## src/rtl/adder_pkg.sv

```systemverilog
//------------------------------------------------------------------------------
// Module   : adder_pkg
// Purpose  : Shared constants and helpers for the pipelined chunked adder.
//            - ADDER_CHUNK_DEFAULT : default number of bits added per stage
//            - stage_count()       : pipeline depth for a given width/chunk
//            - width_ok()          : legality test used at elaboration time
// Revision : 1.0 - initial release
//------------------------------------------------------------------------------
`default_nettype none

package adder_pkg;

  localparam int ADDER_CHUNK_DEFAULT = 4;

  function automatic int stage_count(input int width, input int chunk);
    return width / chunk;
  endfunction

  // Width must be a whole, non-zero number of chunks.
  function automatic bit width_ok(input int width, input int chunk);
    return (chunk > 0) && (width >= chunk) && ((width % chunk) == 0);
  endfunction

endpackage : adder_pkg

`default_nettype wire

```

## src/rtl/adder_pipe_stage.sv

```systemverilog
//------------------------------------------------------------------------------
// Module   : adder_pipe_stage
// Purpose  : One CHUNK-bit carry-in/carry-out adder slice with its pipeline
//            registers. All registers advance only when en_i is high.
// Ports    : clk, rst_n         clock, asynchronous active-low reset
//            en_i              pipeline advance enable
//            valid_i           valid bit travelling with the operands
//            a_i, b_i          CHUNK-bit operand slices
//            carry_i           carry into bit 0 of this slice
//            valid_o           registered valid
//            sum_o             registered CHUNK-bit partial sum
//            carry_o           registered carry out of the slice MSB
//            ovf_o             registered signed overflow of the slice MSB
//                              (meaningful only on the most significant slice)
// Revision : 1.0 - initial release
//------------------------------------------------------------------------------
`default_nettype none

module adder_pipe_stage
  import adder_pkg::*;
#(
  parameter int CHUNK = ADDER_CHUNK_DEFAULT
) (
  input  logic             clk,
  input  logic             rst_n,
  input  logic             en_i,
  input  logic             valid_i,
  input  logic [CHUNK-1:0] a_i,
  input  logic [CHUNK-1:0] b_i,
  input  logic             carry_i,
  output logic             valid_o,
  output logic [CHUNK-1:0] sum_o,
  output logic             carry_o,
  output logic             ovf_o
);

  logic [CHUNK:0]   full_d;
  logic             msb_cin_d;
  logic             valid_q;
  logic [CHUNK-1:0] sum_q;
  logic             carry_q;
  logic             ovf_q;

  assign full_d = {1'b0, a_i} + {1'b0, b_i} + {{CHUNK{1'b0}}, carry_i};

  // Carry into the slice MSB recovered from the MSB sum bit; works for CHUNK=1.
  assign msb_cin_d = full_d[CHUNK-1] ^ a_i[CHUNK-1] ^ b_i[CHUNK-1];

  always_ff @(posedge clk or negedge rst_n) begin
    if (!rst_n) begin
      valid_q <= 1'b0;
      sum_q   <= '0;
      carry_q <= 1'b0;
      ovf_q   <= 1'b0;
    end else if (en_i) begin
      valid_q <= valid_i;
      sum_q   <= full_d[CHUNK-1:0];
      carry_q <= full_d[CHUNK];
      ovf_q   <= msb_cin_d ^ full_d[CHUNK];
    end
  end

  assign valid_o = valid_q;
  assign sum_o   = sum_q;
  assign carry_o = carry_q;
  assign ovf_o   = ovf_q;

endmodule : adder_pipe_stage

`default_nettype wire

```

## src/rtl/adder_pipe.sv

```systemverilog
//------------------------------------------------------------------------------
// Module   : adder_pipe
// Purpose  : Parametrised pipelined ripple adder. Operands are cut into
//            CHUNK-bit slices, one register stage per slice; the carry
//            ripples from stage to stage so timing is independent of WIDTH.
//            Latency is STAGES = WIDTH/CHUNK cycles, throughput one per cycle.
// Ports    : clk, rst_n           clock, asynchronous active-low reset
//            inValid/inReady      input handshake
//            inA, inB, inCarry    operands and carry-in
//            inSub                subtract select (ADDER_PIPE_SUB_EN only)
//            outValid/outReady    output handshake
//            outSum               (inA + inB + inCarry) mod 2^WIDTH
//            outCarry             carry out of bit WIDTH-1 (1 = no borrow
//                                 when subtracting)
//            outOverflow          two's-complement overflow
// Options  : `define ADDER_PIPE_SUB_EN adds inSub; when high the block
//            computes inA - inB (uses ~inB with carry-in forced to 1).
// Revision : 1.0 - initial release
//------------------------------------------------------------------------------
`default_nettype none

module adder_pipe
  import adder_pkg::*;
#(
  parameter int WIDTH = 16,
  parameter int CHUNK = ADDER_CHUNK_DEFAULT
) (
  input  logic             clk,
  input  logic             rst_n,
  input  logic             inValid,
  output logic             inReady,
  input  logic [WIDTH-1:0] inA,
  input  logic [WIDTH-1:0] inB,
  input  logic             inCarry,
`ifdef ADDER_PIPE_SUB_EN
  input  logic             inSub,
`endif
  output logic             outValid,
  input  logic             outReady,
  output logic [WIDTH-1:0] outSum,
  output logic             outCarry,
  output logic             outOverflow
);

  localparam int STAGES = stage_count(WIDTH, CHUNK);

  if (!width_ok(WIDTH, CHUNK)) begin : g_width_check
    $error("adder_pipe: WIDTH must be a non-zero multiple of CHUNK");
  end

  logic             adv;
  logic [WIDTH-1:0] b_eff;
  logic             cin_eff;

  // Global stall: everything moves together or nothing moves.
  assign adv     = !outValid || outReady;
  assign inReady = adv;

`ifdef ADDER_PIPE_SUB_EN
  // Subtraction is folded in at the input: the inverted B travels down the
  // skew registers, so later stages need no knowledge of the operation.
  assign b_eff   = inSub ? ~inB : inB;
  assign cin_eff = inSub | inCarry;
`else
  assign b_eff   = inB;
  assign cin_eff = inCarry;
`endif

  for (genvar k = 0; k < STAGES; k++) begin : g_stage
    logic [CHUNK-1:0] a_chunk;
    logic [CHUNK-1:0] b_chunk;
    logic             cin;
    logic             valid_in;
    logic             valid_w;
    logic [CHUNK-1:0] sum_w;
    logic             carry_w;
    logic             ovf_w;

    if (k == 0) begin : g_src_in
      assign a_chunk  = inA[CHUNK-1:0];
      assign b_chunk  = b_eff[CHUNK-1:0];
      assign cin      = cin_eff;
      assign valid_in = inValid;
    end else begin : g_src_prev
      assign a_chunk  = g_stage[k-1].g_skew.a_hi_q[CHUNK-1:0];
      assign b_chunk  = g_stage[k-1].g_skew.b_hi_q[CHUNK-1:0];
      assign cin      = g_stage[k-1].carry_w;
      assign valid_in = g_stage[k-1].valid_w;
    end

    adder_pipe_stage #(
      .CHUNK (CHUNK)
    ) u_stage (
      .clk     (clk),
      .rst_n   (rst_n),
      .en_i    (adv),
      .valid_i (valid_in),
      .a_i     (a_chunk),
      .b_i     (b_chunk),
      .carry_i (cin),
      .valid_o (valid_w),
      .sum_o   (sum_w),
      .carry_o (carry_w),
      .ovf_o   (ovf_w)
    );

    // Skew: operand chunks above this stage, waiting for their turn. The
    // low chunk of each register feeds the next stage's adder.
    if (k < STAGES - 1) begin : g_skew
      localparam int HI_W = WIDTH - (k + 1) * CHUNK;
      logic [HI_W-1:0] a_hi_d;
      logic [HI_W-1:0] b_hi_d;
      logic [HI_W-1:0] a_hi_q;
      logic [HI_W-1:0] b_hi_q;

      if (k == 0) begin : g_from_in
        assign a_hi_d = inA[WIDTH-1:CHUNK];
        assign b_hi_d = b_eff[WIDTH-1:CHUNK];
      end else begin : g_from_prev
        assign a_hi_d = g_stage[k-1].g_skew.a_hi_q[HI_W+CHUNK-1:CHUNK];
        assign b_hi_d = g_stage[k-1].g_skew.b_hi_q[HI_W+CHUNK-1:CHUNK];
      end

      always_ff @(posedge clk or negedge rst_n) begin
        if (!rst_n) begin
          a_hi_q <= '0;
          b_hi_q <= '0;
        end else if (adv) begin
          a_hi_q <= a_hi_d;
          b_hi_q <= b_hi_d;
        end
      end

      // Slice overflow is only meaningful at the MSB slice.
      logic ovf_unused;
      assign ovf_unused = ovf_w;
    end

    // Deskew: completed lower sum chunks, kept aligned with this stage's
    // registered chunk.
    if (k > 0) begin : g_deskew
      logic [k*CHUNK-1:0] sum_lo_d;
      logic [k*CHUNK-1:0] sum_lo_q;

      if (k == 1) begin : g_from_first
        assign sum_lo_d = g_stage[0].sum_w;
      end else begin : g_from_prev
        assign sum_lo_d = {g_stage[k-1].sum_w, g_stage[k-1].g_deskew.sum_lo_q};
      end

      always_ff @(posedge clk or negedge rst_n) begin
        if (!rst_n) begin
          sum_lo_q <= '0;
        end else if (adv) begin
          sum_lo_q <= sum_lo_d;
        end
      end
    end

    if (k == STAGES - 1) begin : g_last
      assign outValid    = valid_w;
      assign outCarry    = carry_w;
      assign outOverflow = ovf_w;
      if (k == 0) begin : g_sum_single
        assign outSum = sum_w;
      end else begin : g_sum_join
        assign outSum = {sum_w, g_stage[k].g_deskew.sum_lo_q};
      end
    end
  end

endmodule : adder_pipe

`default_nettype wire

```

## config.mk

```make
export PLATFORM = sky130hd
export DESIGN_NAME = adder_pipe
export DESIGN_NICKNAME = d
export VERILOG_FILES = /design/src/rtl/adder_pkg.sv /design/src/rtl/adder_pipe_stage.sv /design/src/rtl/adder_pipe.sv
export SDC_FILE = /design/constraint.sdc
export NUM_CORES = 1
export LEC_CHECK = 0
export CAP_MARGIN = 20
export CORE_ASPECT_RATIO = 1.1
export CORE_UTILIZATION = 49
export CTS_CLUSTER_DIAMETER = 40
export DETAILED_ROUTE_END_ITERATION = 7
export GPL_TIMING_DRIVEN = 0
export PLACE_DENSITY = 0.75
export SYNTH_ARGS = -nofsm -noshare
export SYNTH_HDL_FRONTEND = slang
export SYNTH_SLANG_ARGS = --single-unit
```

## constraint.sdc

```tcl
create_clock -name clk -period 2.1 [get_ports clk]
set_clock_uncertainty 0.2 [all_clocks]
set_input_delay 0.21 -clock clk [delete_from_list [all_inputs] [get_ports clk]]
set_output_delay 0.21 -clock clk [all_outputs]
set_load 0.1 [all_outputs]
```

==> summary.md <==
| Metric | Value |
|---|---|
| Status | complete, but fails checks |
| Violated checks | setup timing |
| R2R setup slack | -0.04 ns |
| Worst-margin pin slew | 0.954 ns |
| Power share of the clock group | 0.179 |
| CP max FO | 2 |
| Initial antenna violation count | 0 |
| Yosys Warn Count | 0 |
| Initial DRC count | 167 |
| Dominant synthesized flop cell | dfrtp_1 |
| Post-route clock period utilization | 1.02 |
| Final WL | 8340 um |
| Drt wl/cell | 13.1 um |
| Critical path type | reg -> reg |
| Startpoint Class | flip-flop |
| Yosys top cell area share | 0.587 |
| Max-slew headroom | 0.367 |
| Post-synthesis simple-gate area fraction | 0.233 |
| Final setup viols | 1 |
| RSZ-0062 raised after global routing | true |
| Nets | 581 |
| Vias per cell | 4.80 |
| Sw Share | 0.443 |
| CTS root buffer | clkbuf_8 |
| Post-Syn Instances | 452 |
| Xor/xnor share of the synthesized area | 0.0203 |
| Gr ovfl total | 0 |
| Core Area | 8040 sq um |
| Sequential share of the synthesized area | 0.587 |
| Final hold violation count | 0 |
| DIE HEIGHT | 98.3 um |
| Post-synthesis adder-cell area fraction | 0.0751 |
| Syn_area_per_cell | 9.14 sq um |
| Worst min-delay path class | in -> async |
| Routability cong. | 0.843 |
| Number of detailed-route iterations in the first pass | 4 |
| CTS H-tree depth | 3 |
| CTS tree | built |
| Fin area | 5170 sq um |
| Final min period | 2.14 ns |
| Register bit total from synthesis | 97 |
| Post-Place Worst Slack | -0.770 ns |
| Tot GR Track Use | 0.218 |
| First-pass GRT wire length | 14400 um |
| Most common cell in the netlist | nand2_1 |
| Synth area leader | dfrtp_1 |
| Reg2reg end | g_stage[3].u_stage.ovf_o$_DFFE_PN0P_ |
| CTS Sinks | 97 |
| Synth Area in Compound Gates | 0.0481 |
| Mapped Area | 4130 sq um |
| Area Growth Syn to Fin | 25.1% |
| Syn nets | 509 |
| Async SR Flop Fraction | 1.00 |
| Die width | 89.6 um |
| Worst EP arrival | 2.23 ns |
| Synth cell types | 20 |
| Rows | 34 |
| Pint | 4.96 mW |
| Largest family of logic cells by synthesized area | simple AND/OR/NAND/NOR gates |
| Die footprint | 8810 sq um |
| Max-cap viol count | 0 |
| Max clock buf depth | 2 |
| Antenna diode count | 0 |
| Sw power | 3.95 mW |
| Maximum VDD drop | 612 uV |
| Total power | 8.91 mW |
| Static Leak | 2.71 nW |
| Top post-synthesis cells by count | 239 x nand2_1, 97 x dfrtp_1, 15 x inv_1 |
| Fmax | 466 MHz |
| Clock transition at path regs | 0.09 ns |
| Largest net degree at the start of global routing | 66 |
| Combinational share of power | 0.467 |
| Total number of vias | 3059 |
| # IOs | 57 |
| Top post-synthesis cells by area | dfrtp_1 59%, nand2_1 22%, fa_1 3.9%, ha_1 3.6%, a21oi_1 1.7% |
| Placed cell area | 4860 sq um |
| Post-synthesis mux area share | 0 |
| Pwr/cell area | 1720 nW/um^2 |
| Req. time, crit path | 2.18 ns |
| Vias in the first global route | 3129 |
| Total CTS buffers | 9 |
| Fin worst setup slack | -0.0443 ns |
| Reg2reg path depth | 6 |
| Layout cell share with drive strength beyond 1 | 0.0794 |
| Layout fillers | 693 |
| Clk_lat worst skew | 0.36 ns |
| Drc violations | 0 |
| Max Slew Vio Count | 0 |
| Post-synth EDFFs | 0 |
| PortBufs | 56 |
| Reg power frac | 0.354 |
| Crit. End Element | flip-flop |
| Post-DRT Antenna Nets | 0 |
| Starting Density | 0.514 |
| Worst R2R Start | g_stage[2].g_skew.b_hi_q[0]$_DFFE_PN0P_ |
| Detailed-placement wirelength estimate | 5910 um |
## worst max-delay path: stages, from the launching register on
cell and delay, ns:
dfrtp_1 0.42, fa_2 0.42, a21o_1 0.18, a21oi_2 0.16, xnor2_2 0.14, xnor3_1 0.42, o21ai_1 0.13
## layer usage
metal | GRT usage | part of all wire | up-vias | wire length (um)
li1 | - | - | 1536 | -
met4 | 0.0794 | 0.016 | 0 | 133
met2 | 0.369 | 0.51 | 62 | 4240
met3 | 0.0279 | 0.040 | 10 | 333
met5 | 0 | 0 | - | 0
met1 | 0.285 | 0.43 | 1451 | 3630
## power by group through the flow
stage | logic (mW) | registers [mW] | clock network (mW)
2_1_floorplan | 1.84 | 4.39 | 0
3_3_place_gp | 4.01 | 3.16 | 0
3_5_place_dp | 4.15 | 3.20 | 0
4_1_cts | 4.15 | 3.16 | 1.61
5_1_grt | 4.59 | 3.26 | 1.69
6_report | 4.16 | 3.16 | 1.59
## final cells by class
type,instances,area [sq um],share of cell area
Sequential cell,97,2430,0.470
Multi-Input combinational cell,318,1580,0.305
Timing Repair Buffer,61,599,0.116
Clock buffer,11,151,0.0293
Tap cell,108,135,0.0261
Clock inverter,5,125,0.0242
Buffer,21,92.6,0.0179
Inverter,16,60.1,0.0116
## stage by stage
step	setup TNS, ns	util	instances	hold slack (ns)
after floorplan	0	-	452	-0.286
after global placement	-275.13	0.601	616	0.242
after detailed placement	-1.13	0.605	617	-0.0120
after CTS	-0.0770	0.641	637	0.140
after global routing	-0.0946	0.643	637	0.177
final	-0.0443	0.643	637	0.128
## cells in the final DEF, fill, tap and decap left out, types with 2 or more instances in the layout
| cell | count |
|---|---|
| bufinv_16 | 4 |
| clkdlybuf4s50_1 | 35 |
| xor2_1 | 4 |
| clkbuf_1 | 9 |
| buf_4 | 4 |
| nand2_1 | 239 |
| dlygate4sd2_1 | 19 |
| fa_2 | 3 |
| ha_1 | 12 |
| inv_1 | 13 |
| a21oi_1 | 12 |
| dfrtp_1 | 96 |
| clkbuf_8 | 11 |
| buf_2 | 8 |
| o21ai_1 | 3 |
| xnor2_1 | 2 |
| a21oi_2 | 3 |
| fa_1 | 5 |
| a21o_1 | 6 |
| inv_2 | 3 |
| o21ai_0 | 12 |
| buf_1 | 3 |
| nor2b_1 | 3 |
| nor2_1 | 11 |
## timing repair
action,4_1_cts,5_1_grt
setup buffers,3,1
gates resized for setup,28,7
hold endpoints to repair,32,0
setup endpoints to repair,21,4
hold buffers,1,0
pin swaps,7,1
## registers in the layout (all words and copies together) (netlist names)
name and flops:
g_stage.g_deskew.sum_lo_q 24, g_stage.g_skew.a_hi_q 24, g_stage.g_skew.b_hi_q 24, g_stage.u_stage.carry_o 4, g_stage.u_stage.ovf_o 1, g_stage.u_stage.sum_o 16, g_stage.u_stage.valid_o 4
## logic make-up after synthesis
| kind of cell | after synthesis |
|---|---|
| fa+ha+maj | 20 |
| xor+xnor | 8 |
| compound gates | 36 |
| flops | 97 |
| simple gates | 254 |
| buf+inv | 37 |
## how the worst max path moves through the flow
stage                                                       start                                endpoint  slack, ns  cells past startpoint
after global placement                                      rst_n  g_stage[3].u_stage.valid_o$_DFFE_PN0P_      -3.17                      1
after floorplan            g_stage[2].u_stage.carry_o$_DFFE_PN0P_    g_stage[3].u_stage.ovf_o$_DFFE_PN0P_       0.03                      8
after global routing      g_stage[2].g_skew.b_hi_q[0]$_DFFE_PN0P_    g_stage[3].u_stage.ovf_o$_DFFE_PN0P_      -0.09                      8
final                     g_stage[2].g_skew.b_hi_q[0]$_DFFE_PN0P_    g_stage[3].u_stage.ovf_o$_DFFE_PN0P_      -0.04                      6
after CTS                 g_stage[2].g_skew.b_hi_q[0]$_DFFE_PN0P_    g_stage[3].u_stage.ovf_o$_DFFE_PN0P_      -0.05                      6
after detailed placement                                 outReady                                 inReady      -0.77                      6
(Power assumes the default switching activity.)
